===== src/rtl/ipsxb_fft_shim_pkg.sv =====
// ---------------------------------------------------------------------------
// ipsxb_fft_shim_pkg
// Shared width helpers and the serialiser state type for the FFT pin shim.
// Widths depend on per-instance parameters, so they are exposed as constant
// functions that each module evaluates into its own localparams.
// ---------------------------------------------------------------------------
package ipsxb_fft_shim_pkg;

  typedef enum logic {
    IDLE  = 1'b0,
    SHIFT = 1'b1
  } ser_state_e;

  // Round a bit width up to a whole number of bytes.
  function automatic int ceil8(input int w);
    return 8 * ((w + 7) / 8);
  endfunction

  function automatic int din_w(input int in_w);
    return ceil8(in_w);
  endfunction

  function automatic int dout_w(input int out_w);
    return ceil8(out_w);
  endfunction

  // Block exponent plus output index, padded to bytes. A multiple-of-8
  // LOG_LEN still needs a whole extra byte for the exponent field.
  function automatic int user_w(input int log_len);
    return 8 * (log_len / 8 + ((log_len % 8 == 0) ? 1 : 2));
  endfunction

  function automatic int ibits(input int in_w);
    return 2 * din_w(in_w);
  endfunction

  function automatic int obits(input int out_w, input int log_len);
    return 2 * dout_w(out_w) + user_w(log_len) + 1;
  endfunction

endpackage


===== src/rtl/ipsxb_fft_pin_ser.sv =====
// ---------------------------------------------------------------------------
// ipsxb_fft_pin_ser
// Output serialiser: captures one FFT output beat and shifts it out MSB-first
// on a single pin, with a frame marker on the first bit of every word.
// Ports:
//   clk_i        clock
//   rst_i        synchronous active-high reset
//   s_tvalid_i   beat valid from the FFT core
//   beat_i       {tlast, tuser, tdata} of the beat
//   ser_dout_o   serial data bit
//   ser_frm_o    high on the first bit of each word
//   drop_o       sticky: a beat arrived while a word was still shifting
// ---------------------------------------------------------------------------
module ipsxb_fft_pin_ser
  import ipsxb_fft_shim_pkg::*;
#(
  parameter int OBITS = 57
) (
  input  logic             clk_i,
  input  logic             rst_i,
  input  logic             s_tvalid_i,
  input  logic [OBITS-1:0] beat_i,
  output logic             ser_dout_o,
  output logic             ser_frm_o,
  output logic             drop_o
);

  localparam int OCNT_W = $clog2(OBITS);

  ser_state_e        state_q, state_d;
  logic [OBITS-1:0]  sr_q, sr_d;
  logic [OCNT_W-1:0] cnt_q, cnt_d;
  logic              drop_q, drop_d;
  logic              last_bit;

  assign last_bit = (cnt_q == OCNT_W'(OBITS - 1));

  // State register.
  // NOTE: sequential state uses non-blocking assignments only; blocking ones
  // here would make the result depend on simulator process ordering.
  always_ff @(posedge clk_i) begin
    if (rst_i) begin
      state_q <= IDLE;
      sr_q    <= '0;
      cnt_q   <= '0;
      drop_q  <= 1'b0;
    end else begin
      state_q <= state_d;
      sr_q    <= sr_d;
      cnt_q   <= cnt_d;
      drop_q  <= drop_d;
    end
  end

  // Next-state logic.
  // NOTE: every signal gets a hold default before the case so no path
  // leaves it unassigned, which would otherwise infer a latch.
  always_comb begin
    state_d = state_q;
    sr_d    = sr_q;
    cnt_d   = cnt_q;
    drop_d  = drop_q;
    unique case (state_q)
      IDLE: begin
        if (s_tvalid_i) begin
          sr_d    = beat_i;
          cnt_d   = '0;
          state_d = SHIFT;
        end
      end
      SHIFT: begin
        if (last_bit) begin
          cnt_d = '0;
          // A beat on the final bit reloads directly: no idle gap.
          if (s_tvalid_i) sr_d = beat_i;
          else            state_d = IDLE;
        end else begin
          sr_d  = sr_q << 1;
          cnt_d = cnt_q + OCNT_W'(1);
          if (s_tvalid_i) drop_d = 1'b1;
        end
      end
      default: state_d = IDLE;
    endcase
  end

  // Outputs: pin is quiet while idle.
  always_comb begin
    ser_dout_o = 1'b0;
    ser_frm_o  = 1'b0;
    if (state_q == SHIFT) begin
      ser_dout_o = sr_q[OBITS-1];
      ser_frm_o  = (cnt_q == '0);
    end
  end

  assign drop_o = drop_q;

endmodule


===== src/rtl/ipsxb_fft_pin_shim.sv =====
// ---------------------------------------------------------------------------
// ipsxb_fft_pin_shim
// Pin-level wrapper letting an FFT core be implemented with few pins.
// Input side : serial pin -> IBITS sample word -> one-entry holding register
//              -> AXI4-Stream master with generated frame tlast.
// Output side: every FFT output beat is serialised MSB-first onto a pin.
// Ports:
//   i_aclk, i_areset          clock, synchronous active-high reset
//   i_ser_vld, i_ser_din      serial input bit strobe and data (MSB first)
//   o_m_tvalid/tdata/tlast    sample stream to the FFT core ({im, re})
//   i_m_tready                FFT core ready
//   i_s_tvalid/tdata/tuser/tlast  FFT core output beat
//   o_ser_dout, o_ser_frm     serial output bit and first-bit marker
//   o_ovf                     sticky: completed input word was lost
//   o_drop                    sticky: output beat was lost
// ---------------------------------------------------------------------------
module ipsxb_fft_pin_shim
  import ipsxb_fft_shim_pkg::*;
#(
  parameter  int IN_W    = 11,
  parameter  int OUT_W   = 11,
  parameter  int LOG_LEN = 13,
  localparam int DIN_W   = din_w(IN_W),
  localparam int DOUT_W  = dout_w(OUT_W),
  localparam int USER_W  = user_w(LOG_LEN),
  localparam int IBITS   = ibits(IN_W),
  localparam int OBITS   = obits(OUT_W, LOG_LEN)
) (
  input  logic                i_aclk,
  input  logic                i_areset,
  input  logic                i_ser_vld,
  input  logic                i_ser_din,
  output logic                o_m_tvalid,
  output logic [IBITS-1:0]    o_m_tdata,
  output logic                o_m_tlast,
  input  logic                i_m_tready,
  input  logic                i_s_tvalid,
  input  logic [2*DOUT_W-1:0] i_s_tdata,
  input  logic [USER_W-1:0]   i_s_tuser,
  input  logic                i_s_tlast,
  output logic                o_ser_dout,
  output logic                o_ser_frm,
  output logic                o_ovf,
  output logic                o_drop
);

  localparam int CNT_W = $clog2(IBITS);

  // Assembly register holds only the bits received so far; the final bit
  // completes the word combinationally, so IBITS-1 flops suffice.
  logic [IBITS-2:0]   asm_q, asm_d;
  logic [CNT_W-1:0]   bcnt_q, bcnt_d;
  logic [IBITS-1:0]   hold_q, hold_d;
  logic               vld_q, vld_d;
  logic               last_q, last_d;
  logic [LOG_LEN-1:0] fcnt_q, fcnt_d;
  logic               ovf_q, ovf_d;

  logic [IBITS-1:0]   word_w;
  logic               word_done;
  logic               hs;
  logic               load;

  assign word_w    = {asm_q, i_ser_din};
  assign word_done = i_ser_vld && (bcnt_q == CNT_W'(IBITS - 1));
  assign hs        = vld_q && i_m_tready;
  // Entry accepts a word when empty or emptying in the same cycle.
  assign load      = word_done && (!vld_q || hs);

  always_comb begin
    asm_d  = asm_q;
    bcnt_d = bcnt_q;
    hold_d = hold_q;
    vld_d  = vld_q;
    last_d = last_q;
    fcnt_d = fcnt_q;
    ovf_d  = ovf_q;

    if (i_ser_vld) begin
      asm_d  = word_w[IBITS-2:0];
      bcnt_d = word_done ? '0 : bcnt_q + CNT_W'(1);
    end

    if (hs) begin
      vld_d  = 1'b0;
      fcnt_d = fcnt_q + LOG_LEN'(1);
    end

    if (load) begin
      hold_d = word_w;
      vld_d  = 1'b1;
      // Frame position includes this cycle's handshake.
      last_d = (fcnt_d == '1);
    end else if (word_done) begin
      ovf_d = 1'b1;
    end
  end

  // NOTE: the holding register is reset along with the control state so
  // o_m_tdata reads 0 after reset rather than a stale sample.
  always_ff @(posedge i_aclk) begin
    if (i_areset) begin
      asm_q  <= '0;
      bcnt_q <= '0;
      hold_q <= '0;
      vld_q  <= 1'b0;
      last_q <= 1'b0;
      fcnt_q <= '0;
      ovf_q  <= 1'b0;
    end else begin
      asm_q  <= asm_d;
      bcnt_q <= bcnt_d;
      hold_q <= hold_d;
      vld_q  <= vld_d;
      last_q <= last_d;
      fcnt_q <= fcnt_d;
      ovf_q  <= ovf_d;
    end
  end

  assign o_m_tvalid = vld_q;
  assign o_m_tdata  = hold_q;
  assign o_m_tlast  = last_q;
  assign o_ovf      = ovf_q;

  ipsxb_fft_pin_ser #(
    .OBITS (OBITS)
  ) u_ser (
    .clk_i      (i_aclk),
    .rst_i      (i_areset),
    .s_tvalid_i (i_s_tvalid),
    .beat_i     ({i_s_tlast, i_s_tuser, i_s_tdata}),
    .ser_dout_o (o_ser_dout),
    .ser_frm_o  (o_ser_frm),
    .drop_o     (o_drop)
  );

endmodule


===== config.mk =====
export PLATFORM = sky130hd
export DESIGN_NAME = ipsxb_fft_pin_shim
export DESIGN_NICKNAME = d
export VERILOG_FILES = /design/src/rtl/ipsxb_fft_shim_pkg.sv /design/src/rtl/ipsxb_fft_pin_ser.sv /design/src/rtl/ipsxb_fft_pin_shim.sv
export SDC_FILE = /design/constraint.sdc
export NUM_CORES = 1
export LEC_CHECK = 0
export CAP_MARGIN = 40
export CORE_MARGIN = 2
export CORE_UTILIZATION = 35
export DETAILED_ROUTE_END_ITERATION = 10
export GPL_ROUTABILITY_DRIVEN = 1
export SLEW_MARGIN = 10
export SYNTH_ARGS = -nofsm -noshare
export SYNTH_HDL_FRONTEND = slang
export SYNTH_HIERARCHICAL = 1
export SYNTH_SLANG_ARGS = --single-unit

===== constraint.sdc =====
create_clock -name i_aclk -period 6 [get_ports i_aclk]
set_input_delay 1.2 -clock i_aclk [delete_from_list [all_inputs] [get_ports i_aclk]]
set_output_delay 1.2 -clock i_aclk [all_outputs]
set_load 0.02 [all_outputs]

==> metrics.txt <==
CP startpoint kind=flop; drt wl/cell=12.37 um; Core Region=a little under 20000 sq um; outcome=finished, final reports clean; main area contributors after synthesis=dfxtp_1, mux2i_1, mux2_4, nor2_1, nor2b_1; CP max FO=7; Relative slew margins=0.4822; CTS H-tree depth=4; post-DP HPWL=8.490 mm; Syn. warnings=6; Worst VDD drop=0.1745 mV; Final Hold Slack=between 400 and 500 ps; pin count of the biggest net entering global routing=91; vias per cell=4.564; CP required=4800 ps; # IOs=101; Post-Route WL=13.42 mm; Worst-Margin Slew=776.7 ps; final worst-path cycle share=0.5470; initial DRC count=about 220; total of max-cap violations=0; TritonCTS clock tree=yes; antenna viol nets, final=0; Netlist Area Pre-Place=approximately 6900 sq um; Mean Syn Cell Area=9.424 sq um; Diodes inserted=0; Synth cell types=50; post-CTS setup buffers=0; first-pass GRT wire length=about 22 mm; Worst Skew=~12 ps; CTS sink count=149; DIE HEIGHT=144.1 um; Synth Flop Type=dfxtp_1; Crit. End Element=output port; Final Max Tran Viols=0; vias=4952; #FFs+latches synth=between 100 and 150; Rows=51; Starting Density=0.3553; asr flop ratio synth=0; die area=20770 sq um; area delta synth->final=25.20%; r2r worst-path depth=7; PwrDens=approximately 260 nW/um^2; Final Hold Fails=0; Clock transition at path regs=around 70 ps; initial antenna violation count=0; RSZ-0062 raised after global routing=no; hold crit path type=reg2reg; Synth area leader=dfxtp_1; Pre-Repair DR Iteration Count=5; global route overflow=0; setup_tns=0 ps; number of flops mapped to enable cells by yosys=0; Max Freq=304.7 MHz; LEAKAGE=0.003401 uW; area share of the largest cell type after synthesis=0.4342; # setup viols final=0; CTS Hold Bufs=0; gpl congestion=0.7887; Crit Path Category=reg2out; root buf cell=clkbuf_16; Hold Path Depth=2; Longest Clk Path Bufs=2; Post-synth top cells=dfxtp_1, nor2_1, mux2i_1; arrival time worst endpoint=2080 ps; post-synthesis sequential area ratio=0.4342; input/output buffers=100; cell count after synthesis=729; # DRC=0; Tot GR Track Use=0.1326; post-CTS sizing=0; minimum clock period=around 3300 ps; nets@finish=875; insertion delay to the later sink of the worst-skew pair=420 ps; most common cell in the synthesized netlist=dfxtp_1; TritonCTS Buffers=17; post-synthesis net count=797; Die W=144.1 um; number of global-route vias before repair=4558; layout cells sized above 1=0.1305
[flip-flops by register name, indices dropped and copies added, names as in the netlist]
name and count:
bcnt_q 5, o_m_tlast 1, u_ser/state_q 1, o_m_tvalid 1, u_ser/drop_o 1, o_ovf 1, asm_q 31, u_ser/sr_q 57
fcnt_q 13, u_ser/cnt_q 6, o_m_tdata 32
[metal layers]
layer / up-vias / GRT usage / part of all wire
li1: 2617 / - / -
met1: 2272 / 0.1777 / 0.49
met2: 52 / 0.2055 / 0.46
met3: 11 / 0.03510 / 0.033
met4: 0 / 0.04799 / 0.012
met5: - / 0 / 0
[per-stage QoR]
step	total power [uW]	cells	worst slack [ps]	util	instance area (sq um)
finish	2243	1085	2718	0.4449	8602
global route	2343	1085	2560	0.4449	8602
CTS	2287	1085	2646	0.4449	8602
detailed placement	1263	1053	3019	0.4160	8043
global placement	1259	1051	3045	0.4135	7995
floorplan	1197	729	3379	-	6870
[cells by family after synthesis]
group                    synth area share
adder cells (fa/ha/maj)          0.009106
AO/OA/AOI/OAI                     0.05482
flip-flops                         0.4342
buffers and inverters             0.04134
XOR/XNOR                          0.01275
multiplexers                       0.2417
AND/OR/NAND/NOR                    0.2062
[cells in the final DEF, fill, tap and decap left out, types with 17 or more instances in the layout]
master / instances
nand2_1: 73
a21oi_1: 39
mux2i_1: 92
mux2_2: 27
mux2_4: 29
nor2b_1: 61
clkbuf_16: 17
clkdlybuf4s50_1: 97
nor2_1: 109
dfxtp_1: 149
[report_power, final]
part           switching, uW  leakage [uW]  internal [uW]
sequential              15.6       0.00121           1020
clock                    451      0.000273            554
combinational           86.8       0.00192            118
[worst paths after layout]
kind                        from             end  slack, ps
hold / removal         asm_q[30]   o_m_tdata[31]        450
setup reg to reg  u_ser/cnt_q[0]  u_ser/sr_q[31]       3900
hold reg to reg        asm_q[30]   o_m_tdata[31]        450
setup / recovery  u_ser/cnt_q[0]       o_ser_frm       2720
[final cells by class]
cell class	count	area [sq um]
fillers	1905	10730
multi-input cells	522	3607
flip-flops and latches	149	2983
repair buffers	108	1087
clock buffers	18	439.2
well taps	265	331.6
clock inverters	14	120.1
inverters	9	33.78
[worst max-delay path, cell delays in order, from the launching register on]
cell and delay (ps):
dfxtp_1 370, inv_1 80, ha_1 190, nand2b_4 60, nor4b_1 270, clkdlybuf4s50_1 700
No activity file was read; power rests on OpenSTA's default activity.
